`src/rtl/siso_pkg.sv`:
```
// ============================================================================
// Module      : siso_pkg
// Description : Shared definitions for the SISO loopback sequencer family:
//               default word/chain sizes and the controller state encoding.
// Revision    : 1.0 - initial release
// ============================================================================
`default_nettype none

package siso_pkg;

    // Default sizing for a word and for the attached SISO chain.
    localparam int c_def_width = 8;
    localparam int c_def_depth = 4;

    // Controller state encoding.
    typedef logic [0:0] state_t;
    localparam state_t c_idle  = 1'b0;
    localparam state_t c_shift = 1'b1;

endpackage : siso_pkg

`default_nettype wire

```
`src/rtl/siso_bit_counter.sv`:
```
// ============================================================================
// Module      : siso_bit_counter
// Description : Up-counter for serial sequencers with synchronous clear,
//               count enable and a terminal-count flag.
//   clk   in   clock, rising edge
//   clear in   synchronous clear to zero (priority over en)
//   en    in   increment enable
//   cnt   out  current count
//   tc    out  high while cnt equals TERMINAL
// Revision    : 1.0 - initial release
// ============================================================================
`default_nettype none

module siso_bit_counter #(
    parameter int CNT_W    = 4,
    parameter int TERMINAL = 11
) (
    input  logic             clk,
    input  logic             clear,
    input  logic             en,
    output logic [CNT_W-1:0] cnt,
    output logic             tc
);

    localparam logic [CNT_W-1:0] c_term = CNT_W'(TERMINAL);
    localparam logic [CNT_W-1:0] c_one  = CNT_W'(1);

    logic [CNT_W-1:0] r_cnt;

    always_ff @(posedge clk) begin
        if (clear) begin
            r_cnt <= '0;
        end else if (en) begin
            r_cnt <= r_cnt + c_one;
        end
    end

    assign cnt = r_cnt;
    assign tc  = (r_cnt == c_term);

endmodule : siso_bit_counter

`default_nettype wire

```
`src/rtl/siso_seq_ctrl.sv`:
```
// ============================================================================
// Module      : siso_seq_ctrl
// Description : Sequencer for an external free-running DEPTH-stage SISO shift
//               register. Accepts a parallel word on a valid/ready handshake,
//               drives it MSB-first on si, recaptures it from so after the
//               chain delay and returns it on out_data with a mismatch flag.
//   clk       in   clock, rising edge
//   clear     in   synchronous active-high reset
//   abort     in   synchronous frame abort
//   in_valid  in   producer word valid
//   in_data   in   producer word
//   in_ready  out  controller can accept a word
//   si        out  serial data to the SISO register
//   so        in   serial data from the SISO register
//   reg_clear out  clear strobe to the SISO register
//   busy      out  frame in progress
//   out_valid out  one-cycle pulse, out_data/out_err valid
//   out_data  out  recaptured word
//   out_err   out  recaptured word differs from transmitted word
// Revision    : 1.0 - initial release
// ============================================================================
`default_nettype none

module siso_seq_ctrl
    import siso_pkg::*;
#(
    parameter int WIDTH = c_def_width,
    parameter int DEPTH = c_def_depth
) (
    input  logic             clk,
    input  logic             clear,
    input  logic             abort,
    input  logic             in_valid,
    input  logic [WIDTH-1:0] in_data,
    output logic             in_ready,
    output logic             si,
    input  logic             so,
    output logic             reg_clear,
    output logic             busy,
    output logic             out_valid,
    output logic [WIDTH-1:0] out_data,
    output logic             out_err
);

    // Frame spans cnt = 0 .. WIDTH+DEPTH-1; the counter never wraps.
    localparam int               c_cnt_w = $clog2(WIDTH + DEPTH);
    localparam int               c_last  = WIDTH + DEPTH - 1;
    localparam logic [c_cnt_w-1:0] c_width_cnt = c_cnt_w'(WIDTH);
    localparam logic [c_cnt_w-1:0] c_depth_cnt = c_cnt_w'(DEPTH);

    state_t             r_state;
    logic [WIDTH-1:0]   r_tx;
    logic [WIDTH-1:0]   r_rx;
    logic               r_out_valid;
    logic [WIDTH-1:0]   r_out_data;
    logic               r_out_err;

    logic [c_cnt_w-1:0] w_cnt;
    logic               w_tc;
    logic               w_in_shift;
    logic               w_accept;
    logic               w_capture;
    logic               w_cnt_clr;
    logic [WIDTH-1:0]   w_tx_shift;
    logic [WIDTH:0]     w_rx_ext;
    logic [WIDTH-1:0]   w_rx_next;

    assign w_in_shift = (r_state == c_shift);

    // Abort and clear both win over a coincident handshake, so ready is
    // withdrawn in those cycles to keep valid&ready equal to a real accept.
    assign in_ready  = !w_in_shift && !clear && !abort;
    assign w_accept  = in_valid && in_ready;

    // Counter idles at zero outside SHIFT and is zeroed on every exit.
    assign w_cnt_clr = clear || abort || w_tc || !w_in_shift;

    siso_bit_counter #(
        .CNT_W    (c_cnt_w),
        .TERMINAL (c_last)
    ) u_cnt (
        .clk   (clk),
        .clear (w_cnt_clr),
        .en    (w_in_shift),
        .cnt   (w_cnt),
        .tc    (w_tc)
    );

    // MSB-first: shifting tx left by cnt places bit WIDTH-1-cnt at the top.
    assign w_tx_shift = r_tx << w_cnt;
    assign si = w_in_shift && (w_cnt < c_width_cnt) && w_tx_shift[WIDTH-1];

    // Bit sent at cnt=i appears on so at cnt=i+DEPTH.
    assign w_capture = w_in_shift && (w_cnt >= c_depth_cnt);
    assign w_rx_ext  = {r_rx, so};
    assign w_rx_next = w_rx_ext[WIDTH-1:0];

    assign reg_clear = clear || abort;
    assign busy      = w_in_shift;
    assign out_valid = r_out_valid;
    assign out_data  = r_out_data;
    assign out_err   = r_out_err;

    always_ff @(posedge clk) begin
        if (clear) begin
            r_state     <= c_idle;
            r_tx        <= '0;
            r_rx        <= '0;
            r_out_valid <= 1'b0;
            r_out_data  <= '0;
            r_out_err   <= 1'b0;
        end else begin
            r_out_valid <= 1'b0;
            case (r_state)
                c_idle: begin
                    if (w_accept) begin
                        r_tx    <= in_data;
                        r_rx    <= '0;
                        r_state <= c_shift;
                    end
                end
                c_shift: begin
                    if (abort) begin
                        // Frame dropped; previous result stays visible.
                        r_state <= c_idle;
                    end else begin
                        if (w_capture) begin
                            r_rx <= w_rx_next;
                        end
                        if (w_tc) begin
                            r_out_data  <= w_rx_next;
                            r_out_err   <= (w_rx_next != r_tx);
                            r_out_valid <= 1'b1;
                            r_state     <= c_idle;
                        end
                    end
                end
                default: r_state <= c_idle;
            endcase
        end
    end

endmodule : siso_seq_ctrl

`default_nettype wire

```
`config.mk`:
```
export PLATFORM = sky130hd
export DESIGN_NAME = siso_seq_ctrl
export DESIGN_NICKNAME = d
export VERILOG_FILES = /design/src/rtl/siso_pkg.sv /design/src/rtl/siso_bit_counter.sv /design/src/rtl/siso_seq_ctrl.sv
export SDC_FILE = /design/constraint.sdc
export NUM_CORES = 1
export LEC_CHECK = 0
export ABC_AREA = 1
export CAP_MARGIN = 20
export CELL_PAD_IN_SITES_DETAIL_PLACEMENT = 1
export CELL_PAD_IN_SITES_GLOBAL_PLACEMENT = 1
export CORE_UTILIZATION = 38
export DETAILED_ROUTE_END_ITERATION = 12
export PLACE_DENSITY = 0.92
export SYNTH_ARGS = -nofsm -noshare
export SYNTH_HDL_FRONTEND = slang
export SYNTH_SLANG_ARGS = --single-unit
```
`constraint.sdc`:
```
create_clock -name clk -period 3.4 [get_ports clk]
set_input_delay 0.34 -clock clk [delete_from_list [all_inputs] [get_ports clk]]
set_output_delay 0.34 -clock clk [all_outputs]
set_load 0.02 [all_outputs]
```
==> results of run 1 <==
## stage by stage
stage	util [%]	std cells	area, um^2	power (uW)	hold slack [ns]
6_report	50.4	255	1700	709	0.498
5_1_grt	50.4	255	1700	739	0.523
3_5_place_dp	48.0	248	1620	429	0.489
4_1_cts	50.4	255	1700	716	0.502
3_3_place_gp	48.0	248	1620	427	0.478
2_1_floorplan	-	181	1340	402	0.409
## per-layer routing
| metal | routed length (um) | up-vias | track usage [%] |
|---|---|---|---|
| li1 | - | 645 | - |
| met1 | 1550 | 582 | 26.1 |
| met2 | 1560 | 19 | 31.7 |
| met3 | 80 | 6 | 4.62 |
| met4 | 57 | 0 | 9.74 |
| met5 | 0 | - | 0 |
## where the power goes
part / switching, uW / leakage (uW) / total, uW / internal [uW]
Clock: 117 / 0.0000443 / 289 / 171
Sequential: 6.64 / 0.000243 / 363 / 356
Combinational: 31.2 / 0.000362 / 57.2 / 26.0
Total: 155 / 0.000649 / 709 / 553
## cell type report
type                            count  area [um^2]  share of cell area (%)
Multi-Input combinational cell    128          622                    36.7
Sequential cell                    30          601                    35.4
Timing Repair Buffer               26          260                    15.3
Tap cell                           46         57.6                    3.39
Clock inverter                      1         30.0                    1.77
Inverter                           18         75.1                    4.42
Clock buffer                        6         51.3                    3.02
## cell usage after synthesis, drive strengths merged
library cell  instances
a21oi                24
nor2                 24
inv                  18
nand4                 1
clkbuf                2
dfxtp                30
xor2                  4
ha                    1
nand3                17
o21ai                17
nand2                40
buf                   3
## worst register-to-register path, cell delays in order (launching register included)
cell	delay, ns
dfxtp_1	0.48
ha_1	0.26
nand3_1	0.17
nor2_4	0.35
inv_1	0.15
nor2_1	0.12
nor2_1	0.05
## kinds of logic after synthesis
| group | count (synthesis) | share of synthesized area [%] |
|---|---|---|
| AO/OA/AOI/OAI | 41 | 15.7 |
| XOR/XNOR | 4 | 2.62 |
| adder cells (fa/ha/maj) | 1 | 0.937 |
| buffers and inverters | 23 | 8.44 |
| flip-flops | 30 | 45.0 |
| AND/OR/NAND/NOR | 82 | 27.4 |
## sequential cells by signal, summed over array words and instances (netlist names)
| register | flops |
|---|---|
| u_cnt.cnt | 4 |
| out_data | 8 |
| r_rx | 7 |
| out_valid | 1 |
| r_tx | 8 |
| busy | 1 |
| out_err | 1 |
## worst max path at each step
stage	end	slack, ns	from
6_report	in_ready	0.90	clear
5_1_grt	in_ready	0.73	clear
4_1_cts	in_ready	0.89	clear
3_5_place_dp	in_ready	0.91	clear
3_3_place_gp	in_ready	0.96	clear
2_1_floorplan	si	1.98	u_cnt.cnt[0]$_SDFFE_PP0P_
==> impl_metrics.ini, run 1 <==
[setup_path]
ff2ff_setup_slack_ns = 1.73
critPathArrivalTime_ns = 2.16
path_cells = clkdlybuf4s50_1, nor2_1, inv_1, nor2_1, clkdlybuf4s50_1
reg2reg_to = out_data[0]$_SDFFE_PP0P_
crit_fanout = 13
cp-end-kind = primary output
crit_buf_inv = 3
cpMaxStageDelayCell = clkdlybuf4s50_1
timing_worst_setup_path_type = input pin to primary output
crit_family = buffers and inverters
reg2reg_from = u_cnt.cnt[0]$_SDFFE_PP0P_
crit_cells = 5
worstPathRequired_ns = 3.06
critical_path.max_stage_delay_ns = 0.65
worst_r2r_path_depth = 6
worst_setup_path_start_kind = input pin

[cts]
cts_made_buffers = 5
cts_hold_buf = 0
cts.sinks = 30
insertion_delay_ns = 0.33
cts.path.max_buffers = 2
htree_levels = 2
cts_setup_buffers = 0
cts_repair_resize_count = 0
path_clk_slew_ns = 0.08
cts_root_buf = clkbuf_4
tritoncts = yes

[power_and_ir_drop]
power_density_nw_per_um2 = 418
peakVddDrop_mv = 0.293
power_leakage_uw = 0.000649

[timing]
finalSetupTns_ns = 0
finalWorstSetupSlack_ns = 0.897
post-route-min-period_ns = 2.50
final_max_slew_viol_count = 0
finClkSkew_ns = 0.0105
rsz0062_at_grt = false
slew-limit-headroom_pct = 70.8
final-setup-viol-count = 0
max_freq_ghz = 0.400
worst_pin_slew_ns = 0.437
finalHoldViolCount = 0
fin_crit_sh_pct = 73.6

[global_routing]
grt_pass1_wl_um = 5330
antenna_found_initial = 0
overflow = 0
grt_pass1_vias = 1178
grtUsageTotal_pct = 20.1
grt_max_degree = 17

[cells_and_area]
area_growth_pct = 27.1
final_cell_mix = nand2_1, dfxtp_1, clkdlybuf4s50_1
fin_nets = 223
antennaDiodeCount = 0
nFillCells = 461
drive_gt1_share_pct = 7.18
final_common_cell = nand2_1

[placed_design]
gp_congestion = 0.794
portBuffers = 26
place_ws_ns = 0.911
dpl.hpwl_um = 2350

[floorplanning]
die-area_um2 = 3750
num_rows = 21
initial_core_util_pct = 39.7
pin_count = 27
coreArea_um2 = 3360
fp.dieW_um = 61.3
die_h_um = 61.3

[logic_synthesis]
synth-seq-cells = 30
ys_types = 21
syn_area_per_cell_um2 = 7.38
synth_top_cell_by_area = dfxtp_1
synthesis.area_um2 = 1340
ys_warn_count = 0
synthTopCellsByArea = dfxtp_1, nand2_1, a21oi_1, nor2_1, nand3_1
synth_top_area_share_pct = 45.0
synth.net_count = 195
syn_inst = 181
synth_seq_area_share_pct = 45.0

[drt]
routed_wl_um = 3240
detail-route-antenna-nets = 0
drt_pass1_iterations = 3
drtIter0Drc = 32
viasPerCell = 4.91
routedWlPerCell_um = 12.7
drc_errors = 0
vias = 1252

[run_status]
status = complete, no violations

[hold_path]
hold_path.class = register to register
worstHoldStart = r_tx[7]$_SDFFE_PP0P_
holdPathEnd = r_tx[7]$_SDFFE_PP0P_
holdPathStages = 2

[run]
drv_cap = 0
(Power assumes the default switching activity.)
==> run 2: changes to the inputs <==
- CORE_UTILIZATION: 38 -> 36
- PLACE_DENSITY: 0.92 -> 0.88
- clock period: 3.4 -> 2.38 ns (I/O delays scaled with it)
==> impl_metrics.ini, run 2 (synthesis results as in run 1) <==
[timing]
finalSetupTns_ns = 0
slew-limit-headroom_pct = 70.2
max_freq_ghz = 0.461
rsz0062_at_grt = false
post-route-min-period_ns = 2.17
fin_crit_sh_pct = 91.2
final_max_slew_viol_count = 0
final-setup-viol-count = 0
finClkSkew_ns = 0.00830
finalHoldViolCount = 0
worst_pin_slew_ns = 0.446

[setup_path]
worst_r2r_path_depth = 6
critPathArrivalTime_ns = 1.93
crit_family = buffers and inverters
worst_setup_path_start_kind = register
timing_worst_setup_path_type = register to primary output
cpMaxStageDelayCell = clkdlybuf4s50_1
crit_buf_inv = 2
crit_fanout = 8
reg2reg_to = out_data[1]$_SDFFE_PP0P_
crit_cells = 7
cp_common_cell = nor2_1
reg2reg_from = u_cnt.cnt[0]$_SDFFE_PP0P_
cp-end-kind = primary output
worstPathRequired_ns = 2.14
ff2ff_setup_slack_ns = 0.72
path_cells = inv_1, a21oi_1, o21ai_0, nand2_1, nor2_1, nor2_1, clkdlybuf4s50_1
critical_path.max_stage_delay_ns = 0.60

[global_routing]
antenna_found_initial = 0
grt_pass1_wl_um = 6000
overflow = 0
grt_pass1_vias = 1284
grt_max_degree = 17
grtUsageTotal_pct = 20.0

[cts]
insertion_delay_ns = 0.29
cts_root_buf = clkbuf_8
path_clk_slew_ns = 0.07
tritoncts = yes
cts_hold_buf = 0
cts_setup_buffers = 0
cts_repair_resize_count = 0
cts.sinks = 30
htree_levels = 2
cts.path.max_buffers = 2
cts_made_buffers = 5

[floorplanning]
fp.dieW_um = 62.9
die-area_um2 = 3960
die_h_um = 62.9
initial_core_util_pct = 38.8
pin_count = 27
coreArea_um2 = 3440
num_rows = 21

[drt]
vias = 1280
drc_errors = 0
detail-route-antenna-nets = 0
drtIter0Drc = 41
routedWlPerCell_um = 13.4
viasPerCell = 4.94
drt_pass1_iterations = 4
routed_wl_um = 3480

[run]
drv_cap = 0

[cells_and_area]
nFillCells = 454
regArea_um2 = 601
final_common_cell = nand2_1
fin_nets = 226
drive_gt1_share_pct = 8.92
multi_input_area_um2 = 622
final_cell_mix = nand2_1, dfxtp_1, clkdlybuf4s50_1
area_growth_pct = 29.8
design_area_um2 = 1730
antennaDiodeCount = 0

[power_and_ir_drop]
p_seq_share_pct = 49.7
clkPwrFrac_pct = 41.9
switching_power_uw = 262
internal_power_uw = 782
p_sw_share_pct = 25.1
power_leakage_uw = 0.000666
power_density_nw_per_um2 = 603
combPwrFrac_pct = 8.4
peakVddDrop_mv = 0.274

[hold_path]
holdPathEnd = r_rx[6]$_SDFFE_PP0P_
hold_path.class = register to register
holdPathStages = 2
worstHoldStart = r_rx[6]$_SDFFE_PP0P_

[placed_design]
gp_congestion = 0.785
dpl.hpwl_um = 2460
portBuffers = 26
placed_area_um2 = 1640

[run_status]
status = complete, no violations
run 2: area by class of cell:
type,instances,share of cell area [%]
Clock buffer,6,4.77
Clock inverter,2,0.722
Inverter,18,4.33
Multi-Input combinational cell,128,35.9
Sequential cell,30,34.7
Tap cell,46,3.32
Timing Repair Buffer,29,16.3
run 2: power by group through the flow:
stage | clock network (uW) | registers (uW) | logic, uW
final | 437 | 519 | 87.9
after detailed placement | 0 | 530 | 88.3
after floorplan | 0 | 527 | 47.5
after global routing | 466 | 520 | 97.6
after CTS | 447 | 519 | 89.4
after global placement | 0 | 530 | 86.3
run 2: how the worst max path moves through the flow:
stage                    end                       from
finish                    si  u_cnt.cnt[0]$_SDFFE_PP0P_
CTS                       si  u_cnt.cnt[0]$_SDFFE_PP0P_
floorplan                 si  u_cnt.cnt[0]$_SDFFE_PP0P_
global placement    in_ready                      clear
detailed placement  in_ready                      clear
global route              si  u_cnt.cnt[0]$_SDFFE_PP0P_
run 2: through the flow:
stage                     cells  power (uW)  hold slack [ns]  worst slack (ns)  util, %
after floorplan             181         574            0.307              1.07        -
after global placement      251         616            0.472             0.419     47.6
after detailed placement    251         619            0.483             0.367     47.6
after CTS                   259        1060            0.492             0.195     50.3
after global routing        259        1080            0.513           0.00535     50.3
final                       259        1040            0.490             0.210     50.3
run 2: per-layer routing:
layer	share of wire (%)	up-vias	global-route usage [%]
li1	-	649	-
met1	45	593	22.9
met2	49	31	33.9
met3	3.6	7	4.56
met4	2.4	0	11.3
met5	0	-	0
run 2: worst min-delay path: stages, from the launching register on:
cell	delay (ns)
dfxtp_1	0.33
nand2_1	0.06
a21oi_1	0.05
